[config.mk]
export PLATFORM = sky130hd
export DESIGN_NAME = qspi_capture_core
export DESIGN_NICKNAME = d
export VERILOG_FILES = /design/src/rtl/qspi_mon_pkg.sv /design/src/rtl/qspi_mon_fifo.sv /design/src/rtl/qspi_capture_core.sv
export SDC_FILE = /design/constraint.sdc
export NUM_CORES = 1
export LEC_CHECK = 0
export ABC_AREA = 1
export BUFFER_PORTS_ARGS = -buffer_cell sky130_fd_sc_hd__clkbuf_2
export CORE_MARGIN = 2
export CORE_UTILIZATION = 25
export CTS_BUF_LIST = sky130_fd_sc_hd__clkbuf_8
export CTS_CLUSTER_DIAMETER = 200
export DETAILED_ROUTE_END_ITERATION = 10
export REMOVE_ABC_BUFFERS = 1
export SLEW_MARGIN = 20
export SYNTH_ARGS = -nofsm -noshare
export SYNTH_HDL_FRONTEND = slang
export SYNTH_SLANG_ARGS = --single-unit
[constraint.sdc]
create_clock -name clk -period 3.1 [get_ports clk]
set_input_delay 0.31 -clock clk [delete_from_list [all_inputs] [get_ports clk]]
set_output_delay 0.31 -clock clk [all_outputs]
set_load 0.05 [all_outputs]
[src/rtl/qspi_mon_pkg.sv]
// Shared types and helpers for the (Q)SPI capture datapath.
`timescale 1ns/1ps
package qspi_mon_pkg;

    typedef enum logic [1:0] {
        LM_X1 = 2'd0,
        LM_X2 = 2'd1,
        LM_X4 = 2'd2
    } lane_mode_e;

    typedef enum logic {
        ST_IDLE   = 1'b0,
        ST_ACTIVE = 1'b1
    } frame_state_e;

    // FIFO entry: {sof, data[7:0]}
    localparam int unsigned ENTRY_W = 9;

    // Narrow the requested mode to what the instantiated lane count supports.
    function automatic lane_mode_e clamp_mode(input logic [1:0] req, input int unsigned lanes);
        if (req >= 2'd2 && lanes >= 4) return LM_X4;
        if (req >= 2'd1 && lanes >= 2) return LM_X2;
        return LM_X1;
    endfunction

    function automatic logic [2:0] bits_per_edge(input lane_mode_e m);
        case (m)
            LM_X1:   return 3'd1;
            LM_X2:   return 3'd2;
            default: return 3'd4;
        endcase
    endfunction

    // Index of the sample edge that completes a byte (8/4/2 edges per byte).
    function automatic logic [2:0] last_edge(input lane_mode_e m);
        case (bits_per_edge(m))
            3'd1:    return 3'd7;
            3'd2:    return 3'd3;
            default: return 3'd1;
        endcase
    endfunction

endpackage

[src/rtl/qspi_mon_fifo.sv]
// First-word-fall-through synchronous FIFO with simultaneous push/pop.
`timescale 1ns/1ps
module qspi_mon_fifo #(
    parameter int unsigned DEPTH = 64,
    parameter int unsigned WIDTH = 9
) (
    input  logic             clk,
    input  logic             rst,
    input  logic             push,
    input  logic [WIDTH-1:0] wdata,
    input  logic             pop,
    output logic [WIDTH-1:0] rdata,
    output logic             valid,
    output logic             full,
    output logic             accepted
);

    localparam int unsigned AW = $clog2(DEPTH);
    localparam logic [AW:0] FULL_CNT = (AW+1)'(DEPTH);

    logic [WIDTH-1:0] mem [DEPTH];
    logic [AW-1:0]    wr_ptr, rd_ptr;
    logic [AW:0]      count;
    logic             do_pop;

    // Push into a full FIFO is allowed when a pop frees the slot this cycle.
    always_comb begin
        valid    = (count != '0);
        full     = (count == FULL_CNT);
        do_pop   = pop && valid;
        accepted = push && (!full || do_pop);
        rdata    = valid ? mem[rd_ptr] : '0;
    end

    // Pointer and occupancy bookkeeping.
    always_ff @(posedge clk or negedge rst) begin
        if (!rst) begin
            wr_ptr <= '0;
            rd_ptr <= '0;
            count  <= '0;
        end else begin
            if (accepted) wr_ptr <= wr_ptr + 1'b1;
            if (do_pop)   rd_ptr <= rd_ptr + 1'b1;
            if (accepted && !do_pop)      count <= count + 1'b1;
            else if (!accepted && do_pop) count <= count - 1'b1;
        end
    end

    // Storage array, written on accepted pushes only.
    always_ff @(posedge clk) begin
        if (accepted) mem[wr_ptr] <= wdata;
    end

endmodule

[src/rtl/qspi_capture_core.sv]
// Passive x1/x2/x4 (Q)SPI sniffer: synchronise, assemble bytes, buffer, stream out.
`timescale 1ns/1ps
module qspi_capture_core
    import qspi_mon_pkg::*;
#(
    parameter int unsigned LANES       = 4,
    parameter int unsigned SYNC_STAGES = 2,
    parameter int unsigned FIFO_DEPTH  = 64,
    parameter int unsigned BCNT_W      = 8
) (
    input  logic              clk,
    input  logic              rst,
    input  logic              enable,
    input  logic              cpol,
    input  logic              cpha,
    input  logic [1:0]        lane_mode,
    input  logic              clr_status,
    input  logic              spi_clk,
    input  logic              spi_cs,
    input  logic [LANES-1:0]  spi_dq,
    output logic [7:0]        out_data,
    output logic              out_sof,
    output logic              out_valid,
    input  logic              out_ready,
    output logic [BCNT_W-1:0] byte_cnt,
    output logic [15:0]       drop_cnt,
    output logic              partial_err
);

    localparam int unsigned SW = LANES + 2;

    logic [SW-1:0]    sync_r [SYNC_STAGES];
    logic             s_clk, s_cs, prev_clk, prev_cs;
    logic [LANES-1:0] s_dq;
    logic [3:0]       s_dq4, dq_q;
    logic             clk_rise_q, clk_fall_q, cs_rise_q, cs_fall_q;

    frame_state_e state, state_n;
    lane_mode_e   cfg_mode, cfg_mode_n;
    logic         cfg_rise, cfg_rise_n, samp;
    logic [7:0]   sr, sr_n, push_byte, push_byte_n;
    logic [2:0]   ecnt, ecnt_n;
    logic         sof_pend, sof_pend_n, push_q, push_n, push_sof, push_sof_n, perr_set;

    logic [ENTRY_W-1:0] fifo_rdata;
    logic               fifo_full, push_ok, pop;

    always_comb begin
        {s_clk, s_cs, s_dq} = sync_r[SYNC_STAGES-1];
        s_dq4 = '0;
        s_dq4[LANES-1:0] = s_dq;
    end

    // Synchroniser chain for the raw bus signals.
    always_ff @(posedge clk or negedge rst) begin
        if (!rst) begin
            for (int unsigned i = 0; i < SYNC_STAGES; i++) sync_r[i] <= '0;
        end else begin
            sync_r[0] <= {spi_clk, spi_cs, spi_dq};
            for (int unsigned i = 1; i < SYNC_STAGES; i++) sync_r[i] <= sync_r[i-1];
        end
    end

    // Registered edge events, with data delayed to stay aligned to them.
    always_ff @(posedge clk or negedge rst) begin
        if (!rst) begin
            prev_clk   <= 1'b0;
            prev_cs    <= 1'b0;
            clk_rise_q <= 1'b0;
            clk_fall_q <= 1'b0;
            cs_rise_q  <= 1'b0;
            cs_fall_q  <= 1'b0;
            dq_q       <= '0;
        end else begin
            prev_clk   <= s_clk;
            prev_cs    <= s_cs;
            clk_rise_q <= s_clk & ~prev_clk;
            clk_fall_q <= ~s_clk & prev_clk;
            cs_rise_q  <= s_cs & ~prev_cs;
            cs_fall_q  <= ~s_cs & prev_cs;
            dq_q       <= s_dq4;
        end
    end

    // Frame FSM state and shift/bit counter registers.
    always_ff @(posedge clk or negedge rst) begin
        if (!rst) begin
            state     <= ST_IDLE;
            cfg_mode  <= LM_X1;
            cfg_rise  <= 1'b0;
            sr        <= '0;
            ecnt      <= '0;
            sof_pend  <= 1'b0;
            push_q    <= 1'b0;
            push_byte <= '0;
            push_sof  <= 1'b0;
        end else begin
            state     <= state_n;
            cfg_mode  <= cfg_mode_n;
            cfg_rise  <= cfg_rise_n;
            sr        <= sr_n;
            ecnt      <= ecnt_n;
            sof_pend  <= sof_pend_n;
            push_q    <= push_n;
            push_byte <= push_byte_n;
            push_sof  <= push_sof_n;
        end
    end

    // Next-state: frame start/stop, bit shifting, byte completion.
    // A sample edge landing with cs rising is shifted first, so a completing
    // edge pushes its byte and leaves the counter at zero (no partial error).
    always_comb begin
        state_n     = state;
        cfg_mode_n  = cfg_mode;
        cfg_rise_n  = cfg_rise;
        sr_n        = sr;
        ecnt_n      = ecnt;
        sof_pend_n  = sof_pend;
        push_n      = 1'b0;
        push_byte_n = push_byte;
        push_sof_n  = push_sof;
        perr_set    = 1'b0;
        samp        = cfg_rise ? clk_rise_q : clk_fall_q;
        case (state)
            ST_IDLE: begin
                if (cs_fall_q && enable) begin
                    state_n    = ST_ACTIVE;
                    ecnt_n     = '0;
                    sof_pend_n = 1'b1;
                    cfg_mode_n = clamp_mode(lane_mode, LANES);
                    cfg_rise_n = (cpol == cpha);
                end
            end
            ST_ACTIVE: begin
                if (!enable) begin
                    state_n = ST_IDLE;
                    ecnt_n  = '0;
                end else begin
                    if (samp) begin
                        case (cfg_mode)
                            LM_X1:   sr_n = {sr[6:0], dq_q[0]};
                            LM_X2:   sr_n = {sr[5:0], dq_q[1:0]};
                            default: sr_n = {sr[3:0], dq_q};
                        endcase
                        if (ecnt == last_edge(cfg_mode)) begin
                            ecnt_n      = '0;
                            push_n      = 1'b1;
                            push_byte_n = sr_n;
                            push_sof_n  = sof_pend;
                            sof_pend_n  = 1'b0;
                        end else begin
                            ecnt_n = ecnt + 3'd1;
                        end
                    end
                    if (cs_rise_q) begin
                        state_n  = ST_IDLE;
                        perr_set = (ecnt_n != '0);
                        ecnt_n   = '0;
                    end
                end
            end
            default: state_n = ST_IDLE;
        endcase
    end

    assign pop = out_valid && out_ready;

    qspi_mon_fifo #(
        .DEPTH (FIFO_DEPTH),
        .WIDTH (ENTRY_W)
    ) u_fifo (
        .clk      (clk),
        .rst      (rst),
        .push     (push_q),
        .wdata    ({push_sof, push_byte}),
        .pop      (pop),
        .rdata    (fifo_rdata),
        .valid    (out_valid),
        .full     (fifo_full),
        .accepted (push_ok)
    );

    assign {out_sof, out_data} = fifo_rdata;

    // Status counters and sticky partial-byte flag; clr_status has priority.
    always_ff @(posedge clk or negedge rst) begin
        if (!rst) begin
            byte_cnt    <= '0;
            drop_cnt    <= '0;
            partial_err <= 1'b0;
        end else begin
            if (push_ok) byte_cnt <= byte_cnt + BCNT_W'(1);
            if (clr_status) begin
                drop_cnt    <= '0;
                partial_err <= 1'b0;
            end else begin
                if (push_q && fifo_full && !pop && drop_cnt != 16'hFFFF)
                    drop_cnt <= drop_cnt + 16'd1;
                if (perr_set) partial_err <= 1'b1;
            end
        end
    end

endmodule

# Word level (Yosys, flattened, before mapping)
# Memories as Yosys holds them, arrays and structs flattened.
# Index checks and enable logic that the tools add are counted.
[totals]
ff_bits = 91
mem_bits_rw = 576
output_inout_bits = 35
n_memories = 1
[memory_table]
columns = ["memory", "words", "word_bits", "read_ports", "rd_clocked_by_memory_dff", "write_ports", "line_no", "source"]
rows = [
  ["u_fifo.mem", 64, 9, 1, 0, 1, "qspi_mon_fifo.sv:21", "logic [WIDTH-1:0] mem [DEPTH];"],
]
[classes]
n_addsub = 7
order_cmp = 2
eq_ne = 11
n_mux = 54
bitwise_logic = 9
n_reduce_logical = 24
[ops]
columns = ["op", "n"]
rows = [
  ["$mux 3", 13],
  ["$mux 16", 2],
  ["$mux 1", 26],
  ["$pmux 3 s2", 3],
  ["$add 16x1->16 const B", 1],
  ["$ne 16x16->1 const B", 1],
  ["$pmux 8 s2", 1],
  ["$mux 7", 2],
  ["$add 6x1->6 const B", 2],
  ["$logic_and 1x1->1", 9],
  ["$mux 9", 1],
  ["$add 8x1->8 const B", 1],
  ["$mux 2", 4],
  ["$reduce_and 4->1", 2],
  ["$add 7x1->7 const B", 1],
  ["$eq 7x7->1 const B", 1],
  ["$reduce_bool 7->1", 1],
  ["$sub 7x1->7 const B", 1],
  ["$reduce_bool 2->1", 3],
  ["$not 1->1", 5],
  ["$and 1x1->1", 4],
  ["$logic_not 1->1", 4],
  ["$ne 2x1->1 const B", 2],
  ["$ne 2x2->1 const B", 2],
  ["other kinds (14)", 15],
]

# Depth between registers and ports, before layout
[logic_depth]
word_depth = 21
mapped_depth = 19
depth_no_buf = 18

# Modules after synthesis
# From an unflattened synthesis, not the netlist that was laid out.
[unflattened]
hier_cells = 2731
hier_area_um2 = 28607.4
[by_module_without_submodules]
columns = ["module", "instances", "cells_each", "area_each_um2"]
rows = [
  ["qspi_mon_fifo", 1, 2364, 25394.4],
  ["qspi_capture_core", 1, 367, 3213.1],
]

# Worst setup path before layout
# Ideal clock, no wire load.
[synth_timing]
path_type = "reg2reg"
startpoint = "register u_fifo.count[5]"
endpoint = "register u_fifo.count[6]"
setup_time_ns = 0.065
arrival_time_ns = 2.766
required_ns = 3.035
setup_slack_ns = 0.269
stages_incl_launch_ff = 16
n_path_buf = 0
synth_period_minus_slack_ns = 2.831
path_cell_list = "dfrtp_1 or2_4 nor3_4 inv_1 nand2_1 ha_1 inv_1 fa_1 nand3_1 nand3_1 nand2_1 nand2_1 a21oi_1 xnor2_1 nand2_1 nand2_1"
[synth_between]
elab_chain_len = 8
[synth_lines]
columns = ["element", "line_no", "source"]
rows = [
  ["start, declared", "qspi_mon_fifo.sv:23", "logic [AW:0] count;"],
  ["start signal, assigned", "qspi_mon_fifo.sv:44", "if (accepted && !do_pop) count <= count + 1'b1;"],
  ["start signal, assigned", "qspi_mon_fifo.sv:45", "else if (!accepted && do_pop) count <= count - 1'b1;"],
  ["$reduce_bool 7->1 *", "qspi_mon_fifo.sv:28", "valid = (count != '0);"],
  ["net out_valid", "qspi_capture_core.sv:23", "output logic out_valid,"],
  ["$logic_and 1x1->1", "qspi_capture_core.sv:167", "assign pop = out_valid && out_ready;"],
  ["$logic_and 1x1->1 *", "qspi_mon_fifo.sv:30", "do_pop = pop && valid;"],
  ["$logic_or 1x1->1", "qspi_mon_fifo.sv:31", "accepted = push && (!full || do_pop);"],
  ["$logic_and 1x1->1", "qspi_mon_fifo.sv:31", ""],
  ["$logic_not 1->1", "qspi_mon_fifo.sv:45", ""],
  ["$logic_and 1x1->1", "qspi_mon_fifo.sv:45", ""],
  ["$reduce_bool 2->1 (no source line)", "n/a", ""],
]
# The timed path passes the listed nets; every way through them passes the cells marked *. The select of a mux whose other input is x is not followed.
# A chain may end at the register's enable or synchronous reset.

# Worst setup path in the final report
[layout_timing]
startpoint = "register u_fifo.rd_ptr[0]"
endpoint = "output port out_data[3]"
[layout_between]
elab_chain_len = 2
[layout_lines]
columns = ["element", "line_no", "source"]
rows = [
  ["start, declared", "qspi_mon_fifo.sv:22", "logic [AW-1:0] wr_ptr, rd_ptr;"],
  ["start signal, assigned", "qspi_mon_fifo.sv:43", "if (do_pop) rd_ptr <= rd_ptr + 1'b1;"],
  ["$mem_v2 64x9", "n/a", ""],
  ["$mux 9", "qspi_mon_fifo.sv:32", "rdata = valid ? mem[rd_ptr] : '0;"],
  ["end, declared", "qspi_capture_core.sv:21", "output logic [7:0] out_data,"],
]
# No other way between the ends.

==> impl_metrics.toml <==
[worst_setup_path]
worstSetupStartpointType = "flop"
critPathLaunch = "u_fifo.rd_ptr[0]$_DFFE_PN0N_"
crit_arrival_ns = 2.84
reg2reg_from = "u_fifo.count[0]$_DFFE_PN0P_"
worstPathRequired_ns = 2.79
cp_max_fo = 8
crit_type = "flop to output port"
endpoint_kind = "output port"
reg2reg_depth = 9

[routing]
vias = 20200
routedWlPerCell_um = 17.5
totalWireLength_um = 78800
vias_per_cell = 4.46
final_antenna_net_count = 0
dr.pass1.iters = 5
first_iter_violations = 1912
drcViolationCount = 0

[yosys]
ys_warn_count = 0
synth_top_area_share_pct = 60.9
avgSynthCellArea_um2 = 10.5
async_flop_share_pct = 13.6
synth_edf_count = 576
ys_seq_area_share_pct = 68.9
synthFlopType = "edfxtp_1"
synth_most_common_cell = "nand2_1"
yosys-top-cells-area = "edfxtp_1, nand2_1, dfrtp_1"
synth.distinct_cells = 37
netlist_instances = 2708
synth-seq-cells = 667
synth_top_area_cell = "edfxtp_1"
synth_common_cells = "nand2_1, edfxtp_1, nand3_1, nor2_1, inv_1"
synthesis.area_mm2 = 0.0284

[sta]
fmax_mhz = 317
finClkSkew_ns = 0.0363
fin_crit_sh_pct = 102
rsz0062_at_grt = "true"
setup_slack_ns = -0.0499
tightest_slew_ns = 1.11
hold_viol = 0
period_needed_ns = 3.15
final_max_slew_viol_count = 0
finalSetupViolCount = 4
fin_hold_ws_ns = 0.0905
slew_headroom_pct = 25.6

[global_route]
gr-total-overflow = 0
grt_max_degree = 68
track_usage_pct = 13.1
grt_pass1_vias = 19700
antenna_found_initial = 1
grt_pass1_wl_um = 118000

[cells_and_area]
final_util_pct = 31.1
syn_to_final_growth_pct = 23.5
drive_gt1_share_pct = 17.2
fin_nets = 2959

[floorplanning]
die_area_mm2 = 0.116
initial_utilization_pct = 25.2
coreArea_mm2 = 0.113
die_width_um = 341
die_y_um = 341
io_pins = 50
row_count = 123

[clocking]
cts_sinks = 667
htree_levels = 3
clk_latency_ns = 0.70
cts_tree = "built"
cts_buffer_depth = 3
clk_pin_slew_ns = 0.06
cts-buffers-inserted = 109
root_buffer = "clkbuf_8"

[power_and_ir_drop]
peakVddDrop_mv = 1.57
p_per_area_mw_per_mm2 = 852
power_mw = 29.9
p_leak_nw = 14.3

[hold_path]
min-delay-start = "enable"
min_path_cells = 5
hp-class = "input port to flop"

[placement]
post-place-ws_ns = 0.245
routabilityCongestion = 0.869
hpwl_um = 45600
numPortBuffers = 49

[flow_run]
cap_violations = 0

[outcome]
violations = "setup timing"
status = "finished with violations"
==> final timing paths <==
kind	end	slack, ns
max	out_data[3]	-0.05
min	state$_DFF_PN0_	0.09
max reg2reg	u_fifo.mem[52][8]$_DFFE_PP_	0.40
min reg2reg	dq_q[1]$_DFF_PN0_	0.35
max in group asynchronous	s_clk$_DFF_PN0_	2.18
min in group asynchronous	byte_cnt[7]$_DFFE_PN0N_	0.24
==> through the flow <==
stage	cells	cell area (µm²)	setup TNS, ns
floorplan	2584	27800	-98.53
global placement	4268	31200	0
detailed placement	4268	31200	0
CTS	4502	34500	-0.516
global route	4515	35100	-0.799
finish	4515	35100	-0.0958
==> kinds of logic (layout without fill, tap and decap cells) <==
| logic type | count (synthesis) | in the layout | share of synthesized area, % |
|---|---|---|---|
| AND/OR/NAND/NOR | 1443 | 1443 | 21.0 |
| flip-flops | 667 | 667 | 68.9 |
| buffers and inverters | 394 | 699 | 5.72 |
| AO/OA/AOI/OAI | 161 | 161 | 2.92 |
| XOR/XNOR | 30 | 30 | 0.925 |
| adder cells (fa/ha/maj) | 13 | 13 | 0.599 |
| other | 0 | 2 | 0 |
==> final cells by class <==
type,instances,area (µm²)
timing repair inverter,6,78.8
antenna,2,5.00
sequential,667,19600
fill,11400,77600
inverter,270,1060
timing repair buffer,230,2520
multi-input combinational,1647,7940
tap,1500,1880
clock inverter,75,388
clock buffer,118,1620
==> registers in the layout, indices dropped and copies added, names as in the netlist, 2 cells and up <==
register,cells
ecnt,3
push_byte,8
cfg_mode,2
sync_r,6
drop_cnt,16
u_fifo.wr_ptr,6
u_fifo.count,7
u_fifo.rd_ptr,6
byte_cnt,8
sr,7
s_dq,4
dq_q,4
u_fifo.mem,576
==> power breakdown <==
| part | internal, mW | switching (mW) | total [mW] |
|---|---|---|---|
| sequential | 9.96 | 0.286 | 10.3 |
| clock | 3.72 | 3.43 | 7.15 |
| combinational | 4.56 | 7.95 | 12.5 |
| total | 18.2 | 11.7 | 29.9 |
==> critical path: stages (launching register included) <==
cell	delay [ns]
dfrtp_4	0.54
buf_12	0.19
clkinv_16	0.11
clkbuf_16	0.16
nand2_1	0.05
nand2_1	0.07
nand2_2	0.07
a21oi_4	0.22
nor2_4	0.09
nand2_1	0.08
nand3_2	0.09
a21oi_2	0.18
buf_6	0.14
buf_12	0.13
==> routing by layer <==
metal | wire (µm) | GRT usage [%]
met2 | 37000 | 21.4
met4 | 2230 | 5.29
met5 | 0 | 0
met1 | 33400 | 17.0
met3 | 6260 | 2.73
==> cell usage in the layout (no fill, tap or decap), types with 16 or more instances in the layout <==
cell / n
xor2_1: 24
nand3_1: 274
inv_1: 308
nand3_2: 60
nor2_1: 249
a21oi_1: 27
buf_16: 18
clkbuf_2: 39
o21ai_0: 92
buf_6: 16
edfxtp_1: 576
nand2_1: 762
buf_4: 109
dfrtp_1: 80
clkbuf_8: 118
clkinv_1: 21
nand2_2: 35
==> timing repair <==
action                                 4_1_cts  5_1_grt
cloned                                      16        8
setup endpoints to repair                    9        9
pin swaps                                   19       43
hold buffers                                15        0
setup buffers                               10        7
endpoints found under the hold margin       69        0
resized for setup                          144      103
No activity file was read; power rests on OpenSTA's default activity.
